`src/rtl/div_unit.sv`:
```
// Multi-cycle 32-bit radix-2 restoring divider for DIV/DIVU in the EX stage.
// Result is {remainder, quotient}; it is held while start_i stays high and is cleared when start_i drops or on annul.
module div_unit (
  input  logic        clk,
  input  logic        rst,
  input  logic        start_i,
  input  logic        signed_i,
  input  logic [31:0] opdata1_i,
  input  logic [31:0] opdata2_i,
  input  logic        annul_i,
  output logic [63:0] result_o,
  output logic        ready_o
);

  // state   | meaning
  // IDLE    | waiting for start_i; captures operands
  // DIVZERO | divisor was zero; zero result is loaded next edge
  // BUSY    | one quotient bit per cycle while cnt < 32
  // DONE    | result valid, held until start_i drops
  typedef enum logic [1:0] {IDLE, DIVZERO, BUSY, DONE} state_t;

  state_t      state, state_nxt;
  logic [64:0] w;
  logic [5:0]  cnt;
  logic [31:0] mag_b;
  logic        neg_q, neg_r;

  logic [31:0] mag_a_in, mag_b_in;
  logic [64:0] w_shift;
  logic [32:0] diff;
  logic [31:0] quo, rem;
  logic        capture;

  assign mag_a_in = (signed_i && opdata1_i[31]) ? (32'd0 - opdata1_i) : opdata1_i;
  assign mag_b_in = (signed_i && opdata2_i[31]) ? (32'd0 - opdata2_i) : opdata2_i;
  assign w_shift  = {w[63:0], 1'b0};
  assign diff     = w_shift[64:32] - {1'b0, mag_b};
  assign quo      = w[31:0];
  assign rem      = w[63:32];
  assign capture  = start_i && !annul_i;

  always_comb begin
    state_nxt = state;
    case (state)
      IDLE:    if (capture) state_nxt = (opdata2_i == 32'd0) ? DIVZERO : BUSY;
      DIVZERO: state_nxt = annul_i ? IDLE : DONE;
      BUSY: begin
        if (annul_i)            state_nxt = IDLE;
        else if (cnt == 6'd32)  state_nxt = DONE;
      end
      DONE:    if (annul_i || !start_i) state_nxt = IDLE;
      default: state_nxt = IDLE;
    endcase
  end

  always_ff @(posedge clk) begin
    if (!rst) state <= IDLE;
    else      state <= state_nxt;
  end

  always_ff @(posedge clk) begin
    if (!rst) begin
      w        <= '0;
      cnt      <= '0;
      mag_b    <= '0;
      neg_q    <= 1'b0;
      neg_r    <= 1'b0;
      result_o <= '0;
      ready_o  <= 1'b0;
    end else begin
      case (state)
        IDLE: begin
          result_o <= '0;
          ready_o  <= 1'b0;
          if (capture && opdata2_i != 32'd0) begin
            w     <= {33'b0, mag_a_in};
            mag_b <= mag_b_in;
            neg_q <= signed_i & (opdata1_i[31] ^ opdata2_i[31]);
            neg_r <= signed_i & opdata1_i[31];
            cnt   <= '0;
          end
        end
        DIVZERO: begin
          result_o <= '0;
          ready_o  <= !annul_i;
        end
        BUSY: begin
          if (annul_i) begin
            result_o <= '0;
            ready_o  <= 1'b0;
          end else if (cnt == 6'd32) begin
            // Sign correction is applied to magnitudes; 0x80000000 wraps naturally.
            result_o <= {neg_r ? (32'd0 - rem) : rem, neg_q ? (32'd0 - quo) : quo};
            ready_o  <= 1'b1;
          end else begin
            if (!diff[32]) w <= {diff, w_shift[31:1], 1'b1};
            else           w <= w_shift;
            cnt <= cnt + 6'd1;
          end
        end
        DONE: begin
          if (annul_i || !start_i) begin
            result_o <= '0;
            ready_o  <= 1'b0;
          end
        end
        default: begin
          result_o <= '0;
          ready_o  <= 1'b0;
        end
      endcase
    end
  end

endmodule

```
`config.mk`:
```
export PLATFORM = sky130hd
export DESIGN_NAME = div_unit
export DESIGN_NICKNAME = d
export VERILOG_FILES = /design/src/rtl/div_unit.sv
export SDC_FILE = /design/constraint.sdc
export NUM_CORES = 1
export LEC_CHECK = 0
export BUFFER_PORTS_ARGS = -buffer_cell sky130_fd_sc_hd__clkbuf_2
export CELL_PAD_IN_SITES_DETAIL_PLACEMENT = 1
export CELL_PAD_IN_SITES_GLOBAL_PLACEMENT = 1
export CORE_ASPECT_RATIO = 1.5
export CORE_UTILIZATION = 47
export CTS_BUF_LIST = sky130_fd_sc_hd__clkbuf_4 sky130_fd_sc_hd__clkbuf_8 sky130_fd_sc_hd__clkbuf_16
export DETAILED_ROUTE_END_ITERATION = 10
export HOLD_SLACK_MARGIN = 0.06
export PLACE_DENSITY = 0.89
export SYNTH_ARGS = -nofsm -noshare
export SYNTH_HDL_FRONTEND = slang
export SYNTH_SLANG_ARGS = --single-unit
```
`constraint.sdc`:
```
create_clock -name clk -period 9.2 [get_ports clk]
set_clock_uncertainty 0.05 [all_clocks]
set_input_delay 0.92 -clock clk [delete_from_list [all_inputs] [get_ports clk]]
set_output_delay 0.92 -clock clk [all_outputs]
set_load 0.02 [all_outputs]
```
Word-level counts from Yosys, hierarchy flattened
Cells that the tools add are included.
{"block": "totals", "reg_bits": 171, "inputBits": 69, "output_inout_bits": 65, "word_cells": 71}
{"block": "op_classes", "n_addsub": 6, "n_eq_ne": 10, "muxes": 28, "bitwise_logic": 3, "reduce_logical": 16}
{"cell": "64-bit 2-to-1 mux", "count": 7}
{"cell": "64-bit case mux with 3 select lines", "count": 1}
{"cell": "32-bit 2-to-1 mux", "count": 4}
{"cell": "64-bit case mux with 2 select lines", "count": 1}
{"cell": "1-bit by 32-bit subtractor with 32-bit output (first input constant)", "count": 4}
{"cell": "33-bit by 32-bit subtractor with 33-bit output", "count": 1}
{"cell": "32-bit logical NOT", "count": 1}
{"cell": "32-bit nonzero test", "count": 1}
{"cell": "6-bit 2-to-1 mux", "count": 3}
{"cell": "2-bit 2-to-1 mux", "count": 6}
{"cell": "6-bit case mux with 2 select lines", "count": 1}
{"cell": "2-bit != test (second input constant)", "count": 5}
{"cell": "2-bit case mux with 4 select lines", "count": 1}
{"cell": "6-bit by 1-bit adder with 6-bit output (second input constant)", "count": 1}
{"cell": "6-bit equality test (second input constant)", "count": 1}
{"cell": "2-bit equality test (second input constant)", "count": 2}
{"cell": "1-bit logical AND", "count": 4}
{"cell": "1-bit case mux with 4 select lines", "count": 1}
{"cell": "2-bit AND reduction", "count": 2}
{"cell": "4-bit AND reduction", "count": 1}
{"cell": "1-bit 2-to-1 mux", "count": 3}
{"cell": "3-bit != test (second input constant)", "count": 1}
{"cell": "3-bit AND reduction", "count": 1}
{"cell": "1-bit AND", "count": 2}
{"cell": "7 further kinds", "count": 8}

Logic depth before layout (Yosys ltp)
Gate-level depths: netlist of run 1.
{"block": "depth", "word_depth": 5, "ltp_mapped": 13, "mapped_depth_nobuf": 11}

Worst setup path after synthesis of run 1
OpenSTA, ideal clock, no wires.
{"block": "synth_timing", "kind": "in2reg", "from": "input port opdata2_i[9]", "to": "register mag_b[29]", "setup_ns": 0.116, "t_arrival_ns": 3.228, "required_time_ns": 9.034, "slack_ns": 5.806, "cell_stages": 8, "n_path_buf": 0, "path_cell_list": "or4_4 -> or4_4 -> or4_4 -> or2_4 -> o41ai_4 -> xor2_1 -> nand2_1 -> o211a_1"}
{"block": "synth_via", "elab_chain_len": 3, "elab_cells_between_ends": 5, "classes_between": "add/sub: 1; mux: 1; reduce/logical: 3"}
{"item": "from (decl)", "line": "9", "rtl": "input logic [31:0] opdata2_i,"}
{"item": "parallel branches: the longest is 3 deep, another holds 1-bit by 32-bit subtractor with 32-bit output"}
{"item": "to (signal assigned)", "line": "77", "rtl": "mag_b <= mag_b_in;"}
{"item": "to (decl)", "line": "25", "rtl": "logic [31:0] mag_b;"}
Parallel ways; which one is timed is not known.
A chain may end at the register's enable or synchronous reset.

Worst setup path after layout of run 1
{"block": "layout_timing", "from": "register state[0]", "to": "register result_o[20]"}
{"block": "layout_via", "elab_chain_len": 3, "elab_cells_between_ends": 9, "classes_between": "eq/ne: 5; mux: 1; reduce/logical: 3"}
{"item": "from (decl)", "line": "22", "rtl": "state_t state, state_nxt;"}
{"item": "from (signal assigned)", "line": "58", "rtl": "else state <= state_nxt;"}
{"item": "2-bit by 1-bit equality test with 1-bit output, or another cell as far along", "line": "71", "rtl": "case (state)"}
{"item": "2-bit OR reduction (no line), or another cell as far along"}
{"item": "64-bit case mux with 3 select lines or 2-bit AND reduction (tied branches)"}
{"item": "to (signal assigned)", "line": "93", "rtl": "result_o <= {neg_r ? (32'd0 - rem) : rem, neg_q ? (32'd0 - quo) : quo};"}
{"item": "to (decl)", "line": "11", "rtl": "output logic [63:0] result_o,"}
Several ways; a longest one is shown, not always the timed one.

==> run_results.csv, run 1 <==
group,metric,value,unit
status,status,"finished, final reports clean",
synthesis,synthSimpleGateAreaFrac,0.213,
placed_design,dpl.hpwl,26300,µm
floorplanning,floorplan.initialDensity,0.482,
clock_network,clk_path_buf_depth,2,
synthesis,adder_and_majority_cell_fraction_of_the_synthesized_area,0.0489,
synthesis,cells_after_synth,1439,
pwr,p_per_area,177,nW/µm²
routing,wl,35400,µm
clock_network,ctsResizeCount,0,
floorplanning,floorplan.die.height,191,µm
worst_setup_path,crit_fanout,62,
timing,period_share,0.447,
worst_setup_path,cp_data_required_time,9.51,ns
clock_network,cts_tree,"yes",
clock_network,clkLatencyLatePin,0.45,ns
synthesis,syn_area_per_cell,7.75,µm²
layout,area_of_the_multi_input_gates,7250,µm²
global_route,globalRoute.busiestLayer,"met2",
layout,flow.area_growth_from_synthesis,12.9,%
layout,final_common_cell,"nand2_1",
timing,final.setup.tns,0,ns
timing,max_clock_freq,243,MHz
worst_setup_path,cp_slowest_cell,"nor2_2",
floorplanning,fp.coreArea,23100,µm²
synthesis,synth-seq-area-share,0.307,
layout,final_layout_size_suffix_gt1_frac,0.130,
clock_network,hold_buffers,0,
timing,timing.final.crit_period,4.11,ns
routing,drt-vias-per-instance,5.92,
routing,num_vias,10934,
worst_setup_path,path_buf_inv,1,
layout,final_cell_mix,"227 x nand2_1, 171 x dfxtp_1, 139 x o21ai_0, 133 x clkbuf_2, 102 x a21oi_1",
routing,initialDrtViolationCount,630,
synthesis,async_set_or_reset_flop_fraction_in_the_synthesized_netlist,0,
worst_setup_path,ff_to_ff_path_depth,6,
worst_setup_path,startpoint_type,"flop",
layout,final_util,0.544,
layout,instances_no_fill,1848,
hold_path,min_path_cells,2,
routing,remaining_drc_errors,0,
placed_design,number_of_buffers_added_on_ports,133,
layout,fillers,2935,
floorplanning,design.die.area,24400,µm²
worst_setup_path,path_class,"reg2reg",
synthesis,synth.cell_area,11200,µm²
worst_setup_path,setup.reg_to_reg.worst_slack,5.09,ns
global_route,grt_remaining_overflow,0,
placed_design,pre_cts_slack,4.83,ns
clock_network,htreeDepth,4,
worst_setup_path,worstReg2RegEnd,"result_o[20]$_SDFFE_PN0P_",
hold_path,hold_path_startpoint,"result_o[29]$_SDFFE_PN0P_",
worst_setup_path,cp_cell_sequence,"inv_1, ha_2, nand2b_1, nor2_2, nand2_1, o21ai_0",
floorplanning,floorplan.die.width,128,µm
routing,detail_route.wl_per_cell,19.1,µm
clock_network,clk_sinks,171,
synthesis,synthesized_net_count,1551,
timing,max-slew-margin-rel,0.177,
pwr,p_leak,5.24,nW
timing,worst_pin_slew,1.23,ns
job,maxCapViolCount,0,
global_route,grtUsageMet1,0.307,
worst_setup_path,critical_path.top_delay_family,"simple AND/OR/NAND/NOR gates",
pwr,irDropWorstVdd,0.143,mV
timing,final-setup-viol-count,0,
synthesis,postSynth.topFlopCell,"dfxtp_1",
synthesis,synth-edff-count,0,
timing,grt_setup_unrepaired,"false",
worst_setup_path,cp.arrival,4.42,ns
layout,regArea,3420,µm²
clock_network,buffer_type_at_the_clock_tree_root,"clkbuf_16",
clock_network,cts_inserted_buffers,17,
synthesis,post_synthesis_compound_gate_area_fraction,0.240,
global_route,grtUsageTotal,0.297,
worst_setup_path,worst_r2r_startpoint,"state[0]$_SDFFE_PN0P_",
routing,drt_pre_antenna_iters,5,
worst_setup_path,crit_path_max_incr_delay,1.03,ns
floorplanning,num_io_pins,134,
synthesis,synth-xor-area-share,0.115,
global_route,via_count_of_the_first_global_routing_pass,11505,
synthesis,yosys_warnings,0,
global_route,grt_first_pass_wirelength,57400,µm
hold_path,worst_hold_path.endpoint,"result_o[29]$_SDFFE_PN0P_",
layout,num-nets-final,1633,
synthesis,synthMuxAreaShare,0.0305,
worst_setup_path,end_kind,"flop",
global_route,global_route.usage.met3,0.0443,
placed_design,dp.cells,1817,
synthesis,postSynthRegisterBits,171,
global_route,grt_start_max_net_pins,66,
hold_path,min_path_type,"reg2reg",
timing,final_hold_vios,0,
layout,antenna-diode-count,0,
timing,postLayoutSetupSlackWorst,5.09,ns
global_route,antenna_found_initial,0,
clock_network,post-cts-setup-buffer-count,0,
timing,final-max-slew-violation-count,0,
synthesis,unique_cell_type_count_in_the_yosys_netlist,66,
synthesis,largest_family_of_logic_cells_by_synthesized_area,"compound AO/OA/AOI/OAI gates",
floorplanning,floorplan.rows,68,
global_route,global_route.usage.met2,0.571,
clock_network,clk_pin_slew,0.07,ns
routing,ant_nets,0,
placed_design,routability_cong,0.895,
[per-layer routing]
| layer | routed length (µm) | share of wire |
|---|---|---|
| met1 | 13700 | 0.39 |
| met2 | 19000 | 0.54 |
| met3 | 1090 | 0.031 |
| met4 | 1520 | 0.043 |
| met5 | 0 | 0 |
[report_power, final]
group	internal [mW]	leakage [nW]	switching (mW)
logic	0.230	3.58	0.413
registers	0.789	1.39	0.0593
clock network	0.415	0.274	0.325
total	1.43	5.24	0.797
[logic make-up (layout without fill, tap and decap cells)]
family | after synthesis | after routing
flops | 171 | 171
compound gates | 416 | 416
mux | 34 | 34
xor+xnor | 147 | 147
fa+ha+maj | 43 | 43
buf+inv | 134 | 228
simple gates | 494 | 494
[final cells by class]
cell class,instances,area share
multi-input cells,1134,0.576
flip-flops and latches,171,0.272
repair buffers,141,0.0576
clock buffers,19,0.0360
well taps,315,0.0313
inverters,56,0.0167
clock inverters,12,0.0109
[sequential cells by signal (all words and copies together), names as in the netlist]
register	count
neg_r	1
neg_q	1
state	2
ready_o	1
cnt	6
result_o	64
mag_b	32
w	64
[Yosys cell counts, drive strengths merged (6+ instances only)]
cell    count  area, µm²
or4        13        109
buf        12       51.3
o31ai      28        210
o211a      30        300
o211ai      9       67.6
nand3b      6       45.0
and2       16        100
o221ai      6       52.6
ha         42        526
o21ai     139        696
a21o       17        128
nand3      18       90.1
nor2       69        259
o41ai      14        141
nor3       27        135
clkbuf     66        248
a22oi      23        173
xnor2      72        631
mux2i      34        340
and3       10       62.6
inv        56        210
nor4       11       83.8
nand2     227        852
dfxtp     171       3420
nand4       9       56.3
xor2       75        657
a21oi     102        510
nor2b      41        257
a21boi      8       60.1
nand2b     16        100
or3        13       83.8
or2         7       46.3
[worst max-delay path by stage]
stage | from | end | slack [ns] | cells past startpoint
CTS | state[0]$_SDFFE_PN0P_ | result_o[23]$_SDFFE_PN0P_ | 5.10 | 6
floorplan | opdata2_i[9] | mag_b[29]$_SDFFE_PN0P_ | 5.81 | 8
global placement | opdata2_i[9] | w[32]$_SDFFE_PN0P_ | 4.94 | 8
detailed placement | opdata2_i[9] | w[59]$_SDFFE_PN0P_ | 4.83 | 9
global route | state[0]$_SDFFE_PN0P_ | result_o[28]$_SDFFE_PN0P_ | 4.66 | 6
finish | state[0]$_SDFFE_PN0P_ | result_o[20]$_SDFFE_PN0P_ | 5.09 | 6
[worst min-delay path, stage by stage, from the launching register on]
cell     delay, ns
dfxtp_1       0.33
nand2_1       0.04
o21ai_0       0.06
[stage by stage]
stage	hold slack (ns)	total power, mW	instance area (µm²)
after floorplan	0.391	1.30	11200
after global placement	0.388	1.46	12000
after detailed placement	0.397	1.49	12000
after CTS	0.415	2.23	12600
after global routing	0.449	2.33	12600
final	0.413	2.23	12600
Note: power is estimated with default switching activity, not from simulation.
==> run 2: changes to the inputs <==
Settings changed: CORE_UTILIZATION 47 to 40, PLACE_DENSITY 0.89 to 0.81.
Clock period 9.2 ns to 3.3 ns, I/O delays scaled along.
==> run_results.csv, run 2 (synthesis results as in run 1) <==
group,metric,value,unit
worst_setup_path,critical_path_source,"w[31]$_SDFFE_PN0P_",
clock_network,clk_sinks,171,
worst_setup_path,worst_r2r_startpoint,"w[31]$_SDFFE_PN0P_",
pwr,irDropWorstVdd,0.364,mV
timing,final_hold_vios,0,
clock_network,clk_path_buf_depth,2,
floorplanning,floorplan.die.width,138,µm
timing,final-setup-viol-count,0,
worst_setup_path,critPathCapture,"w[62]$_SDFFE_PN0P_",
layout,final_layout_size_suffix_gt1_frac,0.151,
layout,fillers,3459,
timing,grt_setup_unrepaired,"false",
floorplanning,floorplan.initialDensity,0.408,
routing,wl,35100,µm
routing,num_vias,10850,
layout,final_util,0.474,
routing,remaining_drc_errors,24,
timing,max_clock_freq,319,MHz
layout,final_common_cell,"nand2_1",
worst_setup_path,crit_path_max_incr_delay,0.38,ns
timing,final.setup.tns,0,ns
floorplanning,floorplan.die.height,207,µm
timing,timing.final.crit_period,3.14,ns
global_route,via_count_of_the_first_global_routing_pass,11269,
layout,area_of_the_multi_input_gates,7260,µm²
worst_setup_path,cp_data_required_time,3.59,ns
worst_setup_path,worst-path-stages,11,
worst_setup_path,cp.arrival,3.43,ns
clock_network,clk_pin_slew,0.07,ns
worst_setup_path,worstReg2RegEnd,"w[62]$_SDFFE_PN0P_",
worst_setup_path,ff_to_ff_path_depth,11,
pwr,p_per_area,490,nW/µm²
clock_network,htreeDepth,4,
placed_design,routability_cong,0.896,
worst_setup_path,path_class,"reg2reg",
status,status,"finished with violations",
timing,final-max-slew-violation-count,0,
clock_network,hold_buffers,0,
worst_setup_path,startpoint_type,"flop",
routing,detail_route.wl_per_cell,18.4,µm
clock_network,cts_inserted_buffers,17,
worst_setup_path,path_buf_inv,1,
worst_setup_path,cp_slowest_cell,"fa_1",
routing,ant_nets,0,
floorplanning,floorplan.rows,74,
hold_path,min_path_type,"in2reg",
layout,antenna-diode-count,0,
routing,initialDrtViolationCount,488,
worst_setup_path,cp_cell_sequence,"inv_1, ha_1, fa_1, nand2b_1, a21oi_1, o21ai_2, o31ai_1, a41oi_1, o31a_1, xnor2_1, a221o_1",
pwr,p_leak,5.46,nW
global_route,grt_remaining_overflow,0,
timing,worst_pin_slew,0.992,ns
timing,period_share,0.951,
placed_design,number_of_buffers_added_on_ports,133,
clock_network,cts_tree,"yes",
layout,final_cell_mix,"226 x nand2_1, 171 x dfxtp_1, 138 x o21ai_0, 133 x clkbuf_2, 102 x a21oi_1",
global_route,grtUsageTotal,0.252,
layout,regArea,3420,µm²
status,failing_checks,"DRC",
layout,flow.area_growth_from_synthesis,16.2,%
worst_setup_path,critical_path.top_delay_family,"compound AO/OA/AOI/OAI gates",
global_route,antenna_found_initial,0,
job,maxCapViolCount,0,
worst_setup_path,end_kind,"flop",
clock_network,buffer_type_at_the_clock_tree_root,"clkbuf_16",
placed_design,dpl.hpwl,27100,µm
floorplanning,fp.coreArea,27300,µm²
layout,largestRegisters,"result_o x64, w x64, mag_b x32",
floorplanning,num_io_pins,134,
layout,num-nets-final,1668,
global_route,grt_first_pass_wirelength,57300,µm
routing,drt_pre_antenna_iters,8,
timing,max-slew-margin-rel,0.339,
global_route,grt_start_max_net_pins,63,
worst_setup_path,setup.reg_to_reg.worst_slack,0.16,ns
routing,drt-vias-per-instance,5.68,
worst_setup_path,crit_fanout,5,
clock_network,clkLatencyLatePin,0.45,ns
floorplanning,design.die.area,28600,µm²
-- run 2: changes by cell type in the layout (fill, tap and decap cells not counted), moves of 3 or more --
cell / change
clkinv_2: +3
clkinvlp_4: -3
buf_4: +32
buf_12: +3
-- run 2: timing repair --
| action | 4_1_cts | 5_1_grt |
|---|---|---|
| setup endpoints to repair | 3 | 29 |
| gates resized for setup | 1 | 3 |
| buffers inserted | 0 | 0 |
-- run 2: power by group --
part,switching (mW),internal [mW]
Sequential,0.145,2.20
Combinational,1.17,0.694
Clock,0.873,1.28
Total,2.18,4.17
-- run 2: metal layers --
metal / vias to the layer above / routed length, µm / track usage
met1: 5271 / 14200 / 0.272
li1: 5293 / - / -
met4: 0 / 1030 / 0.107
met3: 65 / 1100 / 0.0357
met5: - / 0 / 0
met2: 221 / 18800 / 0.488
-- run 2: how the worst min path moves through the flow --
stage	end	slack (ns)	from	cells past startpoint
4_1_cts	result_o[14]$_SDFFE_PN0P_	0.14	rst	2
3_5_place_dp	result_o[53]$_SDFFE_PN0P_	0.40	result_o[53]$_SDFFE_PN0P_	2
2_1_floorplan	mag_b[31]$_SDFFE_PN0P_	0.39	mag_b[31]$_SDFFE_PN0P_	2
6_report	result_o[14]$_SDFFE_PN0P_	0.17	rst	2
3_3_place_gp	result_o[50]$_SDFFE_PN0P_	0.39	result_o[50]$_SDFFE_PN0P_	2
5_1_grt	result_o[14]$_SDFFE_PN0P_	0.16	rst	2
-- run 2: cell type report --
type | count | share of cell area
Clock inverter | 12 | 0.0133
Tap cell | 342 | 0.0330
Inverter | 56 | 0.0162
Timing Repair Buffer | 176 | 0.0792
Clock buffer | 19 | 0.0340
Multi-Input combinational cell | 1134 | 0.560
Sequential cell | 171 | 0.264
-- run 2: stage by stage --
stage          instances  hold slack [ns]  worst slack [ns]  cell area, µm²  power, mW
2_1_floorplan       1439            0.391             0.170           11200       3.62
3_3_place_gp        1879            0.388             0.154           12300       4.15
3_5_place_dp        1879            0.399            0.0214           12300       4.22
4_1_cts             1910            0.139            0.0227           13000       6.39
5_1_grt             1910            0.155            0.0271           13000       6.69
6_report            1910            0.175             0.161           13000       6.35
==> run 3: changes to the inputs <==
Settings changed: CELL_PAD_IN_SITES_DETAIL_PLACEMENT 1 to unset, CELL_PAD_IN_SITES_GLOBAL_PLACEMENT 1 to unset, CORE_UTILIZATION 40 to 54.
==> run_results.csv, run 3 (synthesis results as in run 1) <==
group,metric,value,unit
worst_setup_path,crit_fanout,5,
pwr,p_per_area,472,nW/µm²
layout,flow.area_growth_from_synthesis,14.2,%
layout,final_cell_mix,"227 x nand2_1, 171 x dfxtp_1, 138 x o21ai_0, 133 x clkbuf_2, 101 x a21oi_1",
placed_design,routability_cong,0.943,
worst_setup_path,path_class,"reg2reg",
clock_network,clk_sinks,171,
routing,wl,29400,µm
layout,instances_no_fill,1824,
floorplanning,fp.coreArea,20300,µm²
pwr,irDropWorstVdd,0.376,mV
timing,max_clock_freq,318,MHz
placed_design,number_of_buffers_added_on_ports,133,
clock_network,cts_tree,"yes",
clock_network,post-cts-setup-buffer-count,0,
routing,initialDrtViolationCount,874,
worst_setup_path,end_kind,"flop",
layout,area_of_the_multi_input_gates,7260,µm²
placed_design,dpl.hpwl,22300,µm
pwr,p_leak,5.39,nW
timing,final_hold_vios,0,
clock_network,cts_inserted_buffers,17,
routing,drt-vias-per-instance,5.85,
floorplanning,design.die.area,21200,µm²
floorplanning,floorplan.die.height,178,µm
global_route,grt_start_max_net_pins,65,
timing,period_share,0.952,
clock_network,hold_buffers,0,
global_route,grtUsageTotal,0.279,
global_route,grt_remaining_overflow,0,
timing,final-setup-viol-count,0,
layout,largestRegisters,"result_o x64, w x64, mag_b x32",
worst_setup_path,cp.arrival,3.42,ns
floorplanning,num_io_pins,134,
layout,antenna-diode-count,0,
job,maxCapViolCount,0,
clock_network,htreeDepth,4,
clock_network,buffer_type_at_the_clock_tree_root,"clkbuf_16",
hold_path,min_path_type,"in2reg",
timing,grt_setup_unrepaired,"false",
floorplanning,floorplan.rows,64,
timing,final.setup.tns,0,ns
floorplanning,floorplan.initialDensity,0.548,
global_route,grt_first_pass_wirelength,47500,µm
layout,regArea,3420,µm²
routing,num_vias,10677,
placed_design,pre_cts_slack,-0.0127,ns
worst_setup_path,startpoint_type,"flop",
timing,max-slew-margin-rel,0.491,
clock_network,clk_pin_slew,0.06,ns
layout,num-nets-final,1661,
layout,fillers,1809,
layout,final_layout_size_suffix_gt1_frac,0.147,
timing,timing.final.crit_period,3.14,ns
global_route,via_count_of_the_first_global_routing_pass,10119,
placed_design,dp.cells,1794,
routing,drt_pre_antenna_iters,5,
clock_network,clk_path_buf_depth,2,
layout,final_common_cell,"nand2_1",
floorplanning,floorplan.die.width,119,µm
timing,postLayoutSetupSlackWorst,0.158,ns
status,status,"finished, final reports clean",
timing,final-max-slew-violation-count,0,
worst_setup_path,cp_data_required_time,3.58,ns
layout,final_util,0.626,
routing,detail_route.wl_per_cell,16.1,µm
routing,remaining_drc_errors,0,
timing,worst_pin_slew,0.762,ns
global_route,antenna_found_initial,0,
routing,ant_nets,0,
clock_network,clkLatencyLatePin,0.44,ns
==> run 3: changes by cell type in the layout (fill, tap and decap cells not counted), sizes merged <==
cell	previous run	this run
clkbuf	152	156
clkinv	5	4
bufinv	4	0
clkinvlp	2	3
buf	43	36
inv	57	56
==> run 3: power by group <==
part / total (mW) / switching (mW) / internal [mW]
clock network: 1.87 / 0.823 / 1.04
logic: 1.80 / 1.10 / 0.698
registers: 2.34 / 0.144 / 2.20
total: 6.01 / 2.07 / 3.94
==> run 3: final cells by class <==
cell class | instances | area share
clock inverter | 7 | 0.00334
multi-input combinational | 1134 | 0.570
inverter | 56 | 0.0165
timing repair buffer | 169 | 0.0764
tap | 264 | 0.0259
clock buffer | 23 | 0.0389
sequential | 171 | 0.269
==> run 3: critical path: stages (launching register included) <==
cell	delay, ns
dfxtp_1	0.32
inv_1	0.11
ha_1	0.26
fa_1	0.40
nand2b_1	0.22
a21oi_2	0.20
o21ai_2	0.14
o31ai_2	0.35
a41oi_1	0.22
o31a_1	0.29
xnor2_1	0.12
a221o_1	0.34
==> run 3: repair_timing <==
item,CTS,global route
pin swaps,0,0
endpoints found under the setup margin,19,24
resized for setup,4,2
==> run 3: path summary, 6_finish.rpt <==
check	startpoint	endpoint	slack, ns	depth (start not counted)
worst max register to register	w[31]$_SDFFE_PN0P_	w[62]$_SDFFE_PN0P_	0.16	11
worst min register to register	result_o[25]$_SDFFE_PN0P_	result_o[25]$_SDFFE_PN0P_	0.41	2
worst min-delay path	opdata2_i[31]	mag_b[31]$_SDFFE_PN0P_	0.19	3
worst max-delay path	w[31]$_SDFFE_PN0P_	w[62]$_SDFFE_PN0P_	0.16	11
==> run 3: per-stage QoR <==
step / hold slack (ns) / area, µm² / power [mW]
2_1_floorplan: 0.391 / 11200 / 3.62
3_3_place_gp: 0.387 / 12200 / 4.09
3_5_place_dp: 0.397 / 12200 / 4.13
4_1_cts: 0.177 / 12700 / 6.00
5_1_grt: 0.207 / 12700 / 6.33
6_report: 0.193 / 12700 / 6.01
==> run 3: layer usage <==
metal | GRT usage | routed length [µm] | up-vias
met5 | 0 | 0 | -
met4 | 0.167 | 1430 | 0
met3 | 0.0464 | 1460 | 88
met2 | 0.500 | 14800 | 361
met1 | 0.307 | 11800 | 4928
li1 | - | - | 5300
